## src/rtl/dco_code_ctrl_pkg.sv

```systemverilog
// Shared widths, code levels, FSM states and PFD decision encodings for the
// ADPLL DCO code controller and its thermometer encoder.
package dco_code_ctrl_pkg;

   localparam int CODE_W = 129;
   localparam int IDX_W  = 8;

   localparam logic [IDX_W-1:0] IDX_MAX = 8'd128;
   localparam logic [IDX_W-1:0] IDX_MID = 8'd64;

   typedef enum logic [1:0] {
      ST_IDLE  = 2'd0,
      ST_ACQ   = 2'd1,
      ST_TRACK = 2'd2
   } state_t;

   typedef enum logic [1:0] {
      DEC_HOLD = 2'd0,
      DEC_INC  = 2'd1,
      DEC_DEC  = 2'd2
   } dec_t;

   // Conflicting or absent PFD pulses both mean "no correction".
   function automatic dec_t decode_pfd(input logic up, input logic dn);
      case ({up, dn})
         2'b10:   return DEC_INC;
         2'b01:   return DEC_DEC;
         default: return DEC_HOLD;
      endcase
   endfunction

endpackage

```

## src/rtl/dco_code_ctrl_therm_enc.sv

```systemverilog
// Combinational code level to thermometer word: bit i is set iff i < idx.
// Kept separate so a later dithering stage can reuse it.
module therm_enc
   import dco_code_ctrl_pkg::*;
(
   input  logic [IDX_W-1:0]  idx,
   output logic [CODE_W-1:0] code
);

   for (genvar i = 0; i < CODE_W; i++) begin : g_bit
      assign code[i] = (idx > IDX_W'(i));
   end

endmodule

```

## src/rtl/dco_code_ctrl.sv

```systemverilog
// ADPLL loop controller: binary-search acquisition followed by +/-1 LSB
// tracking with lock detection, driving a registered thermometer DCO word.
module dco_code_ctrl
   import dco_code_ctrl_pkg::*;
#(
   parameter int SETTLE   = 2,
   parameter int LOCK_CNT = 8
) (
   input  logic              REF_CLK,
   input  logic              RESET_N,
   input  logic              EN,
   input  logic              UP,
   input  logic              DN,
   output logic [CODE_W-1:0] CODE,
   output logic [IDX_W-1:0]  CODE_IDX,
   output logic              LOCK,
   output logic [1:0]        STATE
);

   state_t              state_q, state_d;
   logic [IDX_W-1:0]    idx_q, idx_d;
   logic [CODE_W-1:0]   code_q, code_d;
   logic                lock_q, lock_d;
   logic [5:0]          step_q, step_d;
   logic [3:0]          wait_q, wait_d;
   logic [7:0]          lcnt_q, lcnt_d;
   dec_t                last_q, last_d;
   dec_t                dec;
   logic [7:0]          lcnt_inc;

   assign dec      = decode_pfd(UP, DN);
   assign lcnt_inc = (lcnt_q == 8'(LOCK_CNT)) ? lcnt_q : lcnt_q + 8'd1;

   // NOTE: every variable gets its hold value first so no path leaves it unassigned (no latches).
   always_comb begin
      state_d = state_q;
      idx_d   = idx_q;
      step_d  = step_q;
      wait_d  = wait_q;
      lcnt_d  = lcnt_q;
      last_d  = last_q;
      if (!EN) begin
         state_d = ST_IDLE;
         lcnt_d  = '0;
      end else begin
         case (state_q)
            ST_IDLE: begin
               state_d = ST_ACQ;
               idx_d   = IDX_MID;
               step_d  = 6'd32;
               wait_d  = 4'(SETTLE);
               lcnt_d  = '0;
               last_d  = DEC_HOLD;
            end
            ST_ACQ: begin
               if (wait_q != 4'd0) begin
                  wait_d = wait_q - 4'd1;
               end else begin
                  wait_d = 4'(SETTLE);
                  step_d = step_q >> 1;
                  case (dec)
                     DEC_INC: idx_d = idx_q + {2'b00, step_q};
                     DEC_DEC: idx_d = idx_q - {2'b00, step_q};
                     default: ;
                  endcase
                  if (step_q == 6'd1) begin
                     state_d = ST_TRACK;
                     last_d  = DEC_HOLD;
                     lcnt_d  = '0;
                  end
               end
            end
            ST_TRACK: begin
               if (wait_q != 4'd0) begin
                  wait_d = wait_q - 4'd1;
               end else begin
                  wait_d = 4'(SETTLE);
                  // A repeated direction means we are still slewing, not dithering around lock.
                  case (dec)
                     DEC_INC: begin
                        if (idx_q != IDX_MAX) idx_d = idx_q + 8'd1;
                        lcnt_d = (last_q == DEC_INC) ? 8'd0 : lcnt_inc;
                        last_d = DEC_INC;
                     end
                     DEC_DEC: begin
                        if (idx_q != 8'd0) idx_d = idx_q - 8'd1;
                        lcnt_d = (last_q == DEC_DEC) ? 8'd0 : lcnt_inc;
                        last_d = DEC_DEC;
                     end
                     default: lcnt_d = lcnt_inc;
                  endcase
               end
            end
            default: state_d = ST_IDLE;
         endcase
      end
      lock_d = (state_d == ST_TRACK) && (lcnt_d == 8'(LOCK_CNT));
   end

   therm_enc u_therm_enc (
      .idx  (idx_d),
      .code (code_d)
   );

   // NOTE: sequential state uses non-blocking assignments so all registers update from pre-edge values.
   always_ff @(posedge REF_CLK or negedge RESET_N) begin
      if (!RESET_N) begin
         state_q <= ST_IDLE;
         idx_q   <= '0;
         code_q  <= '0;
         lock_q  <= 1'b0;
         step_q  <= '0;
         wait_q  <= '0;
         lcnt_q  <= '0;
         last_q  <= DEC_HOLD;
      end else begin
         state_q <= state_d;
         idx_q   <= idx_d;
         code_q  <= code_d;
         lock_q  <= lock_d;
         step_q  <= step_d;
         wait_q  <= wait_d;
         lcnt_q  <= lcnt_d;
         last_q  <= last_d;
      end
   end

   assign CODE     = code_q;
   assign CODE_IDX = idx_q;
   assign LOCK     = lock_q;
   assign STATE    = state_q;

endmodule

```

## config.mk

```make
export PLATFORM = sky130hd
export DESIGN_NAME = dco_code_ctrl
export DESIGN_NICKNAME = d
export VERILOG_FILES = /design/src/rtl/dco_code_ctrl_pkg.sv /design/src/rtl/dco_code_ctrl_therm_enc.sv /design/src/rtl/dco_code_ctrl.sv
export SDC_FILE = /design/constraint.sdc
export NUM_CORES = 1
export LEC_CHECK = 0
export ABC_AREA = 0
export BUFFER_PORTS_ARGS = -buffer_cell sky130_fd_sc_hd__buf_2
export CORE_ASPECT_RATIO = 0.7
export CORE_MARGIN = 2
export CORE_UTILIZATION = 56
export DETAILED_ROUTE_END_ITERATION = 8
export GPL_ROUTABILITY_DRIVEN = 0
export GPL_TIMING_DRIVEN = 0
export HOLD_SLACK_MARGIN = 0.12
export PLACE_DENSITY = 0.86
export SLEW_MARGIN = 20
export SYNTH_ARGS = -nofsm -noshare
export SYNTH_HDL_FRONTEND = slang
export SYNTH_SLANG_ARGS = --single-unit
```

## constraint.sdc

```tcl
create_clock -name REF_CLK -period 3.8 [get_ports REF_CLK]
set_clock_uncertainty 0.05 [all_clocks]
set_input_delay 0 -clock REF_CLK [delete_from_list [all_inputs] [get_ports REF_CLK]]
set_output_delay 0 -clock REF_CLK [all_outputs]
set_load 0.01 [all_outputs]
```

==> out/metrics.yaml <==
logic_synthesis:
  yosysWarnings: 0
  synth_nets: 754
  syn_area_per_cell_sq_um: 10.42
  yosysUniqueCellTypes: 79
  synthArstFlopShare: 1.000
  synth_edf_count: 0
  synth.ff_latch_count: 160
  netlist_top_cells_area: "dfrtp_1 53%, o21ai_0 4.9%, ha_1 3.6%"
  synthFlopType: "dfrtp_1"
  synth_area_sq_um: 7566
  synth_top_cell_by_area: "dfrtp_1"
  seq_area_frac_synth: 0.5292
  synthCells: 726
  yosysTopAreaCellShare: 0.5292
finish:
  multi_input_area_sq_um: 3129
  syn_to_final_growth_pct: 21.93
  antennaDiodeCount: 0
  seq_area_sq_um: 4006
  fin_area_sq_um: 9225
  drive_gt1_frac: 0.2906
  fill_cells: 962
  final_cells: 1090
  finish.utilization: 0.6999
  layout.nets: 920
pwr:
  leakagePower_nw: 4.401
  power_mw: 4.846
  vdd_drop_max_uv: 299.7
  power_density_nw_per_um2: 525.3
timing:
  fin_crit_ns: 3.692
  fmax_ghz: 0.2709
  finalCritPeriodShare: 0.9715
  setup_viol: 0
  finalWorstSetupSlack_ns: 0.1084
  tns_ns: 0
  relSlewSlack: 0.4039
  worstMarginPinSlew_ns: 0.8923
  hold_ws_ns: 0.1105
  hold_violations: 0
  slew_viol_final: 0
detailed_routing:
  ant_nets: 0
  num_vias: 6725
  viasPerCell: 6.170
  drt_wl_total_microns: 22440
  drt_pass1_iterations: 8
  drcViolationCount: 0
  wl_per_cell_microns: 20.59
  drt_iter0_markers: 694
floorplan:
  io_pins: 145
  die_h_microns: 101.3
  die-area_sq_um: 14470
  die_w_microns: 142.9
  core-area_sq_um: 13180
  fp-row-count: 35
  start_util: 0.5740
hold_path:
  hp-class: "input pin to async pin"
global_route:
  antenna_found_initial: 0
  grt.busiest_layer: "met1"
  grt.overflow.total: 0
  grt_max_degree: 97
  grtUsageMet1: 0.4693
  grt.total_usage: 0.3179
  grt_pass1_wl_microns: 34960
  use_met3: 0.1007
  met2_usage: 0.4420
  grt_pass1_vias: 6348
critical_path:
  slowest_delay_ns: 0.49
  critPathLaunchType: "register"
  crit_path_max_fanout: 10
  cp.arrival_ns: 3.92
  end_kind: "register"
  path_buf_inv: 5
  path_delay_family: "simple AND/OR/NAND/NOR gates"
  r2r-start: "CODE_IDX[1]$_DFF_PN0_"
  path_cells: "buf_2 > inv_1 > ha_1 > or4b_4 > buf_6 > nor2_1 > o21a_1 > o311a_1 > inv_1 > buf_2 > nor4_1 > o21ai_0"
  crit_type: "register to register"
  crit_slowest_cell: "or4b_4"
  ff2ff_path_depth: 12
  timing.rr.end: "CODE[68]$_DFF_PN0_"
  r2r_slack_ns: 0.11
  required_ns: 4.03
place:
  place_area_sq_um: 8556
  post-place-ws_ns: -0.07366
  post-dp-hpwl_microns: 15210
  portBuffers: 144
  post-place-cells: 1056
flow_run:
  cap_violations: 0
clocking:
  cts_max_path_buffers: 2
  clockRootBuffer: "clkbuf_16"
  cts_tree: "built"
  clock_sinks: 160
  clkTransAtPathRegs_ns: 0.07
  h-tree-depth: 4
  cts_buffers: 17
  clk_latency_ns: 0.43
run_status:
  outcome: "finished, final reports clean"
==> Yosys cell counts, types with 3 or more instances <==
library cell    n
inv_1          28
or3b_2          3
o211a_1         3
nand4_1        11
o311ai_0        5
a21oi_1        32
clkbuf_1       22
o31ai_1         4
o2111ai_1       4
a31oi_1        18
nor3b_1         6
o21ai_1        16
nand3b_1        4
nor2b_1        10
buf_6           9
buf_4           7
xnor2_1         5
buf_2          22
nand3_1        23
a22oi_1         7
and2_1          7
o21ai_2         5
nor4_1          4
o21ai_0        74
o21a_1          4
o311ai_1        9
nand2b_1        6
o211ai_1       17
dfrtp_1       160
nor3_1         13
or3_1           6
nand2_1        65
ha_1           22
or2_2           3
mux2i_1         3
a211oi_1        4
nor2_1         30
==> layout make-up <==
| type | instances | area share |
|---|---|---|
| clock buffers | 18 | 0.04761 |
| well taps | 185 | 0.02509 |
| flip-flops and latches | 160 | 0.4343 |
| plain buffers | 58 | 0.03798 |
| multi-input cells | 477 | 0.3392 |
| repair buffers | 149 | 0.08816 |
| inverters | 29 | 0.01180 |
| clock inverters | 14 | 0.01587 |
==> sequential cells by signal, summed over array words and instances, names as in the netlist <==
register	flops
LOCK	1
CODE_IDX	8
lcnt_q	8
last_q	2
CODE	129
step_q	6
wait_q	4
STATE	2
==> kinds of logic (layout without fill, tap and decap cells) <==
| logic type | after synthesis | after routing | share of synthesized area |
|---|---|---|---|
| fa+ha+maj | 23 | 23 | 0.03903 |
| simple gates | 214 | 214 | 0.1561 |
| mux | 5 | 5 | 0.006946 |
| xor+xnor | 7 | 7 | 0.008103 |
| compound gates | 228 | 228 | 0.2004 |
| buf+inv | 89 | 268 | 0.06020 |
| flops | 160 | 160 | 0.5292 |
==> power by group <==
| part | total (mW) | internal [mW] | switching [mW] |
|---|---|---|---|
| clock network | 1.68 | 0.892 | 0.790 |
| logic | 1.10 | 0.400 | 0.701 |
| registers | 2.06 | 1.95 | 0.113 |
==> routing by layer <==
layer	up-vias	part of all wire
met4	0	0.026
met5	-	0
met1	3228	0.42
met3	69	0.12
li1	2966	-
met2	462	0.43
==> placed cells by master, fill, tap and decap left out, drive strengths merged, types with 4 or more instances in the layout <==
cell / netlist / routed
buf: 38 / 182
dfrtp: 160 / 160
o21ai: 95 / 95
nand2: 65 / 65
clkbuf: 22 / 41
inv: 29 / 36
a21oi: 33 / 33
nor2: 30 / 30
nand3: 24 / 24
ha: 22 / 22
o211ai: 19 / 19
a31oi: 18 / 18
o311ai: 16 / 16
nor3: 14 / 14
nand4: 11 / 11
nor2b: 10 / 10
and2: 8 / 8
a22oi: 7 / 7
nand2b: 7 / 7
nor3b: 7 / 7
or3: 6 / 6
xnor2: 5 / 5
o31ai: 5 / 5
nor4: 5 / 5
nand3b: 4 / 4
o21a: 4 / 4
o2111ai: 4 / 4
a211oi: 4 / 4
nor4b: 4 / 4
or4: 4 / 4
clkinv: 0 / 4
==> worst max-delay path by stage <==
stage / startpoint / end / slack [ns] / cells past startpoint
finish: CODE_IDX[1]$_DFF_PN0_ / CODE[68]$_DFF_PN0_ / 0.11 / 12
CTS: step_q[0]$_DFFE_PN0P_ / CODE[0]$_DFF_PN0_ / 0.04 / 15
global route: step_q[1]$_DFFE_PN0P_ / CODE[42]$_DFF_PN0_ / -0.03 / 15
floorplan: step_q[0]$_DFFE_PN0P_ / CODE[80]$_DFF_PN0_ / 0.50 / 12
global placement: CODE_IDX[0]$_DFF_PN0_ / CODE[80]$_DFF_PN0_ / -0.04 / 12
detailed placement: CODE_IDX[0]$_DFF_PN0_ / CODE[82]$_DFF_PN0_ / -0.07 / 12
==> timing repair <==
action,4_1_cts,5_1_grt
setup buffers,0,1
endpoints found under the hold margin,167,0
pin swaps,0,1
resized for setup,3,14
setup endpoints to repair,26,123
hold buffers,3,0
==> tightest hold or removal path, stage by stage <==
cell,delay (ns)
dlygate4sd3_1,0.56
buf_8,0.13
buf_16,0.28
Power figures use the tool's default switching activity.
